==> config.mk <==
export PLATFORM = sky130hd
export DESIGN_NAME = multiword_adder
export DESIGN_NICKNAME = d
export VERILOG_FILES = /design/src/rtl/multiword_adder.sv
export SDC_FILE = /design/constraint.sdc
export NUM_CORES = 1
export LEC_CHECK = 0
export ABC_AREA = 1
export BUFFER_PORTS_ARGS = -buffer_cell sky130_fd_sc_hd__buf_2
export CAP_MARGIN = 20
export CORE_MARGIN = 3
export CORE_UTILIZATION = 43
export DETAILED_ROUTE_END_ITERATION = 16
export HOLD_SLACK_MARGIN = 0.03
export PLACE_DENSITY_LB_ADDON = 0.1
export SLEW_MARGIN = 15
export SYNTH_ARGS = -nofsm -noshare
export SYNTH_HDL_FRONTEND = slang
export SYNTH_SLANG_ARGS = --single-unit
==> constraint.sdc <==
create_clock -name clk -period 1.67 [get_ports clk]
set_input_delay 0 -clock clk [delete_from_list [all_inputs] [get_ports clk]]
set_output_delay 0 -clock clk [all_outputs]
set_load 0.01 [all_outputs]
==> src/rtl/multiword_adder.sv <==
// Pipelined multi-word adder: carries chain across beats, one registered output stage.
// Optional subtract mode is compiled in with `define SUBTRACT_EN.
module multiword_adder #(
    parameter int WIDTH = 8,
    parameter int IDX_W = 4
) (
    input  logic             clk,
    input  logic             rst,
    input  logic             in_valid,
    output logic             in_ready,
    input  logic [WIDTH-1:0] in_a,
    input  logic [WIDTH-1:0] in_b,
    input  logic             in_last,
    input  logic             in_sub,
    output logic             out_valid,
    input  logic             out_ready,
    output logic [WIDTH-1:0] out_sum,
    output logic             out_carry,
    output logic             out_last,
    output logic             out_ovf,
    output logic [IDX_W-1:0] out_idx
);

    typedef enum logic {
        IDLE,
        CHAIN
    } state_e;

    state_e             state_q, state_d;
    logic               carry_q;
    logic               out_valid_q;
    logic [WIDTH-1:0]   out_sum_q;
    logic               out_carry_q;
    logic               out_last_q;
    logic               out_ovf_q;
    logic [IDX_W-1:0]   out_idx_q;

    logic               accept;
    logic               first;
    logic               sub_cur;
    logic               cin;
    logic [WIDTH-1:0]   b_eff;
    logic [WIDTH:0]     full_sum;
    logic               ovf_d;

    assign in_ready = !rst && (!out_valid_q || out_ready);
    assign accept   = in_valid && in_ready;
    assign first    = (state_q == IDLE);

`ifdef SUBTRACT_EN
    logic sub_q;

    // Mode is taken from in_sub on the first beat and held for the rest of the chain.
    always_ff @(posedge clk) begin
        if (rst) begin
            sub_q <= 1'b0;
        end else if (accept && first) begin
            sub_q <= in_sub;
        end
    end

    assign sub_cur = first ? in_sub : sub_q;
`else
    logic unused_sub;

    assign unused_sub = in_sub;
    assign sub_cur    = 1'b0;
`endif

    assign b_eff    = sub_cur ? ~in_b : in_b;
    assign cin      = first ? sub_cur : carry_q;
    assign full_sum = {1'b0, in_a} + {1'b0, b_eff} + (WIDTH + 1)'(cin);
    assign ovf_d    = in_last && (in_a[WIDTH-1] == b_eff[WIDTH-1])
                              && (full_sum[WIDTH-1] != in_a[WIDTH-1]);

    // NOTE: combinational blocks assign every output a default first so no latch is inferred.
    always_comb begin
        state_d = state_q;
        if (accept) begin
            state_d = in_last ? IDLE : CHAIN;
        end
    end

    // NOTE: sequential state uses non-blocking assignments so all flops update from pre-edge values.
    always_ff @(posedge clk) begin
        if (rst) begin
            state_q     <= IDLE;
            carry_q     <= 1'b0;
            out_valid_q <= 1'b0;
            out_sum_q   <= '0;
            out_carry_q <= 1'b0;
            out_last_q  <= 1'b0;
            out_ovf_q   <= 1'b0;
            out_idx_q   <= '0;
        end else begin
            state_q <= state_d;
            if (accept) begin
                out_valid_q <= 1'b1;
                out_sum_q   <= full_sum[WIDTH-1:0];
                out_carry_q <= full_sum[WIDTH];
                carry_q     <= full_sum[WIDTH];
                out_last_q  <= in_last;
                out_ovf_q   <= ovf_d;
                // Index wraps silently; the carry chain does not depend on it.
                out_idx_q   <= first ? '0 : out_idx_q + IDX_W'(1);
            end else if (out_ready) begin
                out_valid_q <= 1'b0;
            end
        end
    end

    assign out_valid = out_valid_q;
    assign out_sum   = out_sum_q;
    assign out_carry = out_carry_q;
    assign out_last  = out_last_q;
    assign out_ovf   = out_ovf_q;
    assign out_idx   = out_idx_q;

endmodule

After elaboration in Yosys (flattened, before gate mapping)
Cells that the tools add are included.

Bits in registers: 17. Output and inout bits: 17. Logic and storage cells: 25.

Add/subtract/negate cells: 3. Equality and inequality tests: 2. Multiplexer cells: 5. Reduce and logical (&&, ||, !) cells: 8.

Operators by type and width (number): adder 8 x 8 -> 9 bit (1); adder 9 x 1 -> 9 bit (1); adder 4 x 1 -> 4 bit, second input constant (1); logical AND 1 bit (4); 2-to-1 mux 1 bit (4); 2-to-1 mux 4 bit (1); logical NOT 1 bit (2); nonzero test 2 bit (1); == test 1 bit (1); logical OR 1 bit (1); inequality test 1 bit (1).

Longest topological paths before layout
Gate-level depths: netlist (run 1).

Word-level depth: 5. Mapped depth: 11. Gate-level depth less buffers: 11.

Worst setup path before layout (run 1)
OpenSTA, ideal clock, no wires.

Kind: reg2reg. Start point: register, netlist name out_carry. End point: register out_carry_q (netlist: out_carry). Setup time: 0.117 ns. Data arrival time: 1.533 ns. Required time: 1.553 ns. Path slack: 0.020 ns. Stages on the path, launching flop included: 11. Buffers on the path: 0. Period minus slack after synthesis: 1.650 ns. Cells stage by stage: dfxtp_1 -> nand2_1 -> fa_1 -> inv_2 -> fa_1 -> nand3_1 -> nand2_1 -> a21oi_1 -> nor2_1 -> o21bai_1 -> nand2_1.

RTL lines: end signal: assignment (RTL line 100) `out_carry_q <= full_sum[WIDTH];`; end: declaration (RTL line 33) `logic out_carry_q;`.

Worst setup path in the final report (run 1)
Start point: register state_q. End point: register out_carry_q (netlist: out_carry).

Word-level cells in the longest chain between the ends: 2.

Ends and longest elaborated chain: start: declaration (RTL line 29) `state_e state_q, state_d;`; start signal: assignment (RTL line 96) `state_q <= state_d;`; 2-to-1 mux 1 bit (RTL line 71) `assign cin = first ? sub_cur : carry_q;`; adder 9 x 1 -> 9 bit (RTL line 72) `assign full_sum = {1'b0, in_a} + {1'b0, b_eff} + (WIDTH + 1)'(cin);`.

Every way passes these cells. A chain may end at the register's enable or synchronous reset.

==> results of run 1 <==
[layout make-up]
| class | count | area, um2 | area share (%) |
|---|---|---|---|
| inverter | 16 | 60.1 | 4.60 |
| timing repair buffer | 43 | 235 | 18.0 |
| tap | 28 | 35.0 | 2.68 |
| multi-input combinational | 98 | 608 | 46.6 |
| sequential | 17 | 342 | 26.1 |
| clock buffer | 4 | 26.3 | 2.01 |
[power groups by stage]
| stage | clock network [W] | logic [W] | registers, W |
|---|---|---|---|
| after global routing | 0.000242 | 0.000297 | 0.000454 |
| after CTS | 0.000229 | 0.000262 | 0.000450 |
| after global placement | 0 | 0.000251 | 0.000458 |
| after detailed placement | 0 | 0.000255 | 0.000459 |
| after floorplan | 0 | 0.000151 | 0.000474 |
| final | 0.000219 | 0.000264 | 0.000451 |
[Yosys cell counts, types with 2 or more instances]
cell type / number / share of area [%]
nand2_2: 2 / 1.2
nor2_1: 7 / 2.6
ha_1: 8 / 9.8
dfxtp_1: 17 / 33
fa_1: 2 / 3.9
xnor2_1: 3 / 2.6
o21ai_0: 2 / 0.98
o21ai_1: 7 / 3.4
nand2_1: 29 / 11
buf_6: 2 / 2.2
inv_1: 13 / 4.8
or2_1: 2 / 1.2
a21oi_1: 13 / 6.3
nand3_1: 13 / 6.3
inv_2: 3 / 1.1
[registers in the layout, indices dropped and copies added, names as in the netlist]
name	cells
out_carry	1
out_idx	4
out_last	1
out_ovf	1
out_sum	8
out_valid	1
state_q	1
[layer usage]
metal	GRT usage [%]	up-vias	routed length, um
met5	0	-	0
met4	6.22	0	19
met3	1.63	2	93
met2	28.1	21	1100
met1	17.6	433	970
li1	-	526	-
[worst max-delay path by stage]
stage	end	slack, ns	cells past startpoint
detailed placement	out_carry	-0.04	10
global route	out_carry	-0.03	10
floorplan	out_carry	0.02	10
CTS	out_sum[4]	0.02	10
finish	out_carry	0.06	10
global placement	out_carry	0.01	10
[stage by stage]
step	worst slack (ns)	cell area [um2]	utilization [%]	TNS, ns	cells
floorplan	0.0199	1020	-	0	135
global placement	0.00962	1240	55.5	0	200
detailed placement	-0.0429	1240	55.5	-0.0429	200
CTS	0.0229	1290	57.9	0	206
global route	-0.0300	1310	58.5	-0.0406	206
finish	0.0611	1310	58.5	0	206
[logic make-up after synthesis]
logic type | after synthesis
xor+xnor | 3
flops | 17
fa+ha+maj | 10
compound gates | 26
simple gates | 59
buf+inv | 20
[worst max-delay path: cells and delay by family, from the launching register on]
family / cells / cell delay, ns
and+or+nand+nor: 5 / 0.33
DFF: 1 / 0.34
buffers and inverters: 1 / 0.04
AOI/OAI and AO/OA: 2 / 0.27
adders and majority gates: 2 / 0.54
[timing repair]
action | in CTS | in global routing
endpoints found under the setup margin | 1 | 3
hold endpoints to repair | 4 | 0
buffers inserted | 0 | 0
pin swaps | 0 | 1
hold buffers | 2 | 0
gates resized for setup | 2 | 6
==> impl_metrics.json, run 1 <==
{
  "vias_per_cell": 4.77,
  "cap_violations": 0,
  "outcome": "finished, final reports clean",
  "initial_core_util_pct": 45.9,
  "final_cell_mix": "37 x buf_2, 27 x nand2_1, 16 x dfxtp_1, 13 x inv_1",
  "port_buffers": 37,
  "synth_area_per_cell_um2": 7.59,
  "end_kind": "register",
  "grt_antenna_before_repair": 0,
  "slowest_stage": "fa_2",
  "drt_pass1_iterations": 4,
  "period_needed_ns": 1.61,
  "remaining_drc_errors": 0,
  "p_per_area_nw_per_um2": 715,
  "period_share_pct": 96.3,
  "crit_chain": "nand2_2 -> fa_2 -> inv_2 -> fa_2 -> nand3_2 -> nand2_2 -> a21oi_2 -> nor2_1 -> o21bai_1 -> nand2_1",
  "worstMarginPinSlew_ns": 0.246,
  "leakage_nw": 0.688,
  "via_count": 982,
  "grt_pass1_wl_um": 3370,
  "peakVddDrop_v": 0.000389,
  "p_sw_w": 0.000286,
  "synthXorXnorAreaFrac_pct": 2.56,
  "r2r_start": "state_q",
  "core-area_um2": 2230,
  "slowest_delay_ns": 0.35,
  "drt_iter0_drc": 11,
  "r2r_setup_slack_ns": 0.06,
  "synth-async-reset-ratio_pct": 0,
  "cts_buffer_depth": 2,
  "grt_max_degree": 13,
  "cts_buffers": 3,
  "grt_pass1_vias": 841,
  "worstSkewPairLatency_ns": 0.28,
  "totalWireLength_um": 2180,
  "die_h_um": 54.8,
  "path_clk_slew_ns": 0.10,
  "setup.worst_path.start_class": "register",
  "worstSetupPathType": "reg -> reg",
  "track_usage_pct": 15.3,
  "power.internal_w": 0.000647,
  "synth-simple-area-share_pct": 27.4,
  "hold_end": "out_valid",
  "synth-edff-count": 0,
  "synth_seq_area_share_pct": 33.2,
  "synth-compound-area-share_pct": 13.9,
  "diodes": 0,
  "post-dp-hpwl_um": 1760,
  "r2r-end": "out_carry",
  "clock_sinks": 17,
  "rsz0062_at_grt": "yes",
  "synthMuxAreaShare_pct": 0,
  "die_x_um": 54.8,
  "final_nets": 211,
  "whs_path_depth": 4,
  "synth_cell_type_count": 27,
  "ys_ff_latch": 17,
  "ioPinCount": 39,
  "fp.dieArea_um2": 3000,
  "slew_violations": 0,
  "syn_area_um2": 1020,
  "r2r_cells": 10,
  "cts_tree": "yes",
  "synthAdderAreaFrac_pct": 13.7,
  "overflow": 0,
  "synthCells": 135,
  "power_w": 0.000933,
  "crit_path_start": "state_q",
  "cts_max_level": 1,
  "syn2layout_area_growth_pct": 27.5,
  "synth_top_family_by_area": "simple AND/OR/NAND/NOR gates",
  "hold_start": "out_ready",
  "syn-num-nets": 167,
  "relSlewSlack_pct": 83.6,
  "synth_ff_type": "dfxtp_1",
  "crit_fanout": 2,
  "setup_viol": 0,
  "fin_worst_skew_ns": 0.00262,
  "cts-root-buf": "clkbuf_4",
  "hold_ws_ns": 0.0561,
  "wl_per_cell_um": 10.6,
  "gp_congestion": 0.805,
  "max_freq_mhz": 622,
  "hold_violations": 0,
  "required_ns": 1.85,
  "swShare_pct": 30.7,
  "p_seq_share_pct": 48.3,
  "drive_gt1_share_pct": 35.4,
  "yosys_warnings": 0,
  "final_common_cell": "buf_2",
  "hp-class": "in -> reg",
  "crit_arrival_ns": 1.79,
  "fp-row-count": 17,
  "pwr-share-clk_pct": 23.4,
  "final_antenna_net_count": 0,
  "fillCellCount": 232,
  "comb_power_share_pct": 28.3
}
No activity file was read; power rests on OpenSTA's default activity.
==> run 2: changes to the inputs <==
==> constraint.sdc (replaced) <==
create_clock -name clk -period 1.67 [get_ports clk]
set_input_delay 0.334 -clock clk [delete_from_list [all_inputs] [get_ports clk]]
set_output_delay 0.334 -clock clk [all_outputs]
set_load 0.01 [all_outputs]
==> run 2 against run 1 <==
- cell count increased by 0.49%
- maximum frequency about the same
- sequential power about the same
- critical endpoint unchanged
- clock power is essentially flat
- flip-flop and latch count did not move
- first-iteration DRC count grew 45%
- critical path type unchanged
- via count up 1.0%
- worst hold slack better by 0.22 ns
- final area up 0.57%
- count of clock-buffer cells in the layout stayed put
- critical path depth stayed put
==> impl_metrics.json, run 2 (synthesis gave the netlist of run 1 again) <==
{
  "outcome": "finished, final reports clean",
  "r2r_setup_slack_ns": 0.06,
  "cts_buffer_depth": 2,
  "gp_congestion": 0.734,
  "leakage_nw": 0.695,
  "fp-row-count": 17,
  "period_share_pct": 96.3,
  "syn2layout_area_growth_pct": 28.2,
  "vias_per_cell": 4.79,
  "die_h_um": 54.8,
  "grt_max_degree": 15,
  "cts_tree": "yes",
  "clock_sinks": 17,
  "track_usage_pct": 15.7,
  "port_buffers": 37,
  "crit_chain": "nand2_2 -> fa_2 -> inv_2 -> fa_2 -> nand3_2 -> nand2_2 -> a21oi_2 -> nor2_1 -> o21bai_1 -> nand2_1",
  "cts_hold_buf": 0,
  "wl_per_cell_um": 10.3,
  "final_common_cell": "buf_2",
  "core-area_um2": 2230,
  "end_kind": "register",
  "crit_family": "adder cells",
  "r2r-end": "out_carry",
  "hp-class": "in -> reg",
  "fp.dieArea_um2": 3000,
  "die_x_um": 54.8,
  "grt_pass1_vias": 814,
  "worstSkewPairLatency_ns": 0.29,
  "largest_register_ff_count": 8,
  "worstMarginPinSlew_ns": 0.206,
  "design_area_um2": 1310,
  "hold_violations": 0,
  "drive_gt1_share_pct": 38.0,
  "diodes": 0,
  "setup.worst_path.start_class": "register",
  "remaining_drc_errors": 0,
  "ioPinCount": 39,
  "cts_max_level": 1,
  "crit_end": "out_carry",
  "whs_path_depth": 2,
  "via_count": 992,
  "r2r_cells": 10,
  "cts_buffers": 3,
  "slowest_delay_ns": 0.34,
  "drt_iter0_drc": 16,
  "final_antenna_net_count": 0,
  "max_freq_mhz": 622,
  "final_cell_mix": "37 x buf_2, 27 x nand2_1, 15 x dfxtp_1, 13 x inv_1, 12 x nand3_1",
  "cp_num_cells": 10,
  "slew_violations": 0,
  "worstSetupPathType": "reg -> reg",
  "relSlewSlack_pct": 86.1,
  "setup_viol": 0,
  "initial_core_util_pct": 45.9,
  "grt_antenna_before_repair": 0,
  "hold_start": "rst",
  "place_inst": 201,
  "rsz0062_at_grt": "yes",
  "period_needed_ns": 1.61,
  "fin_worst_skew_ns": 0.00540,
  "p_per_area_nw_per_um2": 715,
  "required_ns": 1.86,
  "dpl-instance-area_um2": 1250,
  "crit_arrival_ns": 1.80,
  "crit_buf_inv": 1,
  "cts-root-buf": "clkbuf_4",
  "grt_pass1_wl_um": 3370,
  "cap_violations": 0,
  "post-dp-hpwl_um": 1730,
  "stdcell_count": 207,
  "totalWireLength_um": 2140,
  "slowest_stage": "dfxtp_2",
  "overflow": 0,
  "path_clk_slew_ns": 0.10,
  "crit_path_start": "state_q",
  "utilization_pct": 58.8,
  "fillCellCount": 232,
  "crit_fanout": 2,
  "r2r_start": "state_q",
  "peakVddDrop_v": 0.000348,
  "final_nets": 212,
  "drt_pass1_iterations": 4
}
## run 2: where the power goes
group	switching, W	leakage (nW)	internal, W
registers	0.0000152	0.140	0.000436
logic	0.000146	0.540	0.000122
clock network	0.000129	0.0150	0.0000928
total	0.000290	0.695	0.000650
## run 2: worst min-delay path by stage
stage / endpoint / slack [ns]
3_5_place_dp: out_last / 0.45
5_1_grt: out_ovf / 0.28
6_report: out_ovf / 0.28
3_3_place_gp: out_ovf / 0.45
2_1_floorplan: out_idx[1] / 0.40
4_1_cts: out_idx[1] / 0.27
## run 2: through the flow
stage / hold WS, ns / setup TNS (ns) / worst slack, ns / total power, W
after detailed placement: 0.454 / -0.466 / -0.216 / 0.000714
after CTS: 0.273 / -0.0316 / -0.0316 / 0.000946
after floorplan: 0.403 / 0 / 0.0199 / 0.000624
final: 0.280 / 0 / 0.0620 / 0.000940
after global routing: 0.277 / -0.0297 / -0.0297 / 0.00100
after global placement: 0.451 / -0.286 / -0.147 / 0.000708
## run 2: repair_timing
action | 4_1_cts | 5_1_grt
buffers inserted | 2 | 0
endpoints found under the setup margin | 3 | 3
gates resized for setup | 8 | 2
pin swaps | 9 | 8
## run 2: final cells by class
class	instances	area, um2	share of cell area, %
Tap cell	28	35.0	2.67
Clock buffer	4	26.3	2.00
Timing Repair Buffer	44	238	18.1
Multi-Input combinational cell	98	612	46.6
Inverter	16	60.1	4.57
Sequential cell	17	343	26.1
## run 2: layer usage
layer  GRT usage (%)  part of all wire [%]  wire length (um)
met5               0                     0                 0
met4            7.47                  0.47                10
met3            2.45                   3.8                81
met2            27.2                    52              1100
met1            18.5                    44               946
==> run 3: changes to the inputs <==
--- a/config.mk
+++ b/config.mk
@@ -6,11 +6,11 @@
 export NUM_CORES = 1
 export LEC_CHECK = 0
 export ABC_AREA = 1
-export BUFFER_PORTS_ARGS = -buffer_cell sky130_fd_sc_hd__buf_2
 export CAP_MARGIN = 20
 export CORE_MARGIN = 3
-export CORE_UTILIZATION = 43
+export CORE_UTILIZATION = 55
 export DETAILED_ROUTE_END_ITERATION = 16
+export DONT_BUFFER_PORTS = 1
 export HOLD_SLACK_MARGIN = 0.03
 export PLACE_DENSITY_LB_ADDON = 0.1
 export SLEW_MARGIN = 15
==> run 3 against run 2 <==
- sequential power up 4%
- count of clock-buffer cells in the layout unchanged
- cell count down 19%
- worst hold slack worse by 0.18 ns
- die area down 20%
- critical path depth unchanged
- via count down 9.6%
- non-clock buffer count down 35
- critical endpoint unchanged
==> impl_metrics.json, run 3 (synthesis gave the netlist of run 1 again) <==
{
  "grt_pass1_vias": 870,
  "track_usage_pct": 18.8,
  "grt_antenna_before_repair": 0,
  "final_common_cell": "nand2_1",
  "fp-row-count": 14,
  "crit_chain": "nand2_2 -> fa_2 -> inv_2 -> fa_2 -> nand3_2 -> nand2_2 -> a21oi_2 -> nor2_2 -> o21bai_1 -> nand2_1",
  "worstSetupPathType": "reg -> reg",
  "cts_max_level": 1,
  "remaining_drc_errors": 0,
  "largest_register_ff_count": 8,
  "via_count": 897,
  "path_clk_slew_ns": 0.09,
  "grt_pass1_wl_um": 3550,
  "port_buffers": 0,
  "outcome": "finished, final reports clean",
  "cap_violations": 0,
  "period_share_pct": 98.6,
  "diodes": 0,
  "syn2layout_area_growth_pct": 11.0,
  "leakage_nw": 0.540,
  "totalWireLength_um": 2200,
  "required_ns": 1.85,
  "fillCellCount": 158,
  "cts-root-buf": "clkbuf_4",
  "setup-tns-final_ns": 0,
  "drive_gt1_share_pct": 22.9,
  "clock_sinks": 17,
  "fp.dieArea_um2": 2420,
  "gp_congestion": 0.742,
  "max_freq_mhz": 608,
  "hp-class": "in -> reg",
  "cts_buffer_depth": 2,
  "relSlewSlack_pct": 82.9,
  "grt_max_degree": 13,
  "drt_iter0_drc": 14,
  "final_cell_mix": "27 x nand2_1, 15 x dfxtp_1, 13 x inv_1, 12 x a21oi_1, 12 x nand3_1",
  "setup.worst_path.start_class": "register",
  "slowest_stage": "dfxtp_2",
  "initial_core_util_pct": 62.9,
  "post-dp-hpwl_um": 1630,
  "hold_violations": 0,
  "hold_ws_ns": 0.104,
  "wl_per_cell_um": 13.1,
  "drt_pass1_iterations": 6,
  "slew_violations": 0,
  "overflow": 0,
  "cts_tree": "yes",
  "die_x_um": 49.2,
  "final_nets": 177,
  "rsz0062_at_grt": "yes",
  "vias_per_cell": 5.34,
  "final_antenna_net_count": 0,
  "peakVddDrop_v": 0.000387,
  "worstMarginPinSlew_ns": 0.258,
  "core-area_um2": 1630,
  "worstSkewPairLatency_ns": 0.28,
  "end_kind": "register",
  "p_per_area_nw_per_um2": 785,
  "fin_worst_skew_ns": 0.00280,
  "crit_fanout": 2,
  "ioPinCount": 39,
  "cts_buffers": 3,
  "period_needed_ns": 1.65,
  "setup_viol": 0,
  "crit_arrival_ns": 1.83,
  "cts_hold_buf": 0,
  "die_h_um": 49.2,
  "slowest_delay_ns": 0.34
}
==> run 3: cell types whose count changed in the layout (fill, tap and decap cells not counted), sizes merged <==
cell,previous run,this run
buf,44,9
==> run 3: metrics by stage <==
| step | utilization, % | total power (W) | setup slack (ns) | cells | cell area (um2) |
|---|---|---|---|---|---|
| detailed placement | 64.4 | 0.000661 | -0.134 | 159 | 1050 |
| global route | 69.8 | 0.000946 | -0.0557 | 168 | 1140 |
| floorplan | - | 0.000624 | 0.0199 | 135 | 1020 |
| global placement | 64.4 | 0.000652 | -0.0750 | 159 | 1050 |
| CTS | 68.7 | 0.000887 | -0.00106 | 166 | 1120 |
| finish | 69.8 | 0.000892 | 0.0242 | 168 | 1140 |
==> run 3: final timing paths <==
| kind | cells past startpoint | end | from | slack, ns |
|---|---|---|---|---|
| max | 10 | out_carry | out_carry | 0.02 |
| min | 1 | out_idx[1] | rst | 0.10 |
| max reg2reg | 10 | out_carry | out_carry | 0.02 |
| min reg2reg | 2 | out_last | out_last | 0.51 |
==> run 3: what timing repair did <==
action                     4_1_cts  5_1_grt
pin swaps                        7        5
setup buffers                    3        2
setup endpoints to repair        2        3
gates resized for setup          8        2
==> run 3: metal layers <==
layer / vias up / global-route usage (%) / wire (um)
met3: 6 / 3.98 / 128
met4: 0 / 12.3 / 57
met1: 398 / 20.0 / 963
met5: - / 0 / 0
met2: 30 / 33.0 / 1050
li1: 463 / - / -
==> run 3: worst max-delay path, delay by kind of cell (launching register included) <==
family / cells / cell delay, ns
compound gates: 2 / 0.29
fa+ha+maj: 2 / 0.54
buf+inv: 1 / 0.05
flops: 1 / 0.34
simple gates: 5 / 0.32
==> run 3: area by class of cell <==
cell class / instances / area (um2) / area share (%)
Clock buffer: 4 / 26.3 / 2.31
Inverter: 16 / 60.1 / 5.28
Multi-Input combinational cell: 98 / 611 / 53.7
Sequential cell: 17 / 343 / 30.1
Tap cell: 24 / 30.0 / 2.64
Timing Repair Buffer: 9 / 67.6 / 5.94
==> run 3: where the power goes <==
group / total (W) / internal, W / switching, W
sequential: 0.000469 / 0.000436 / 0.0000329
combinational: 0.000211 / 0.0000924 / 0.000119
clock: 0.000213 / 0.0000928 / 0.000120
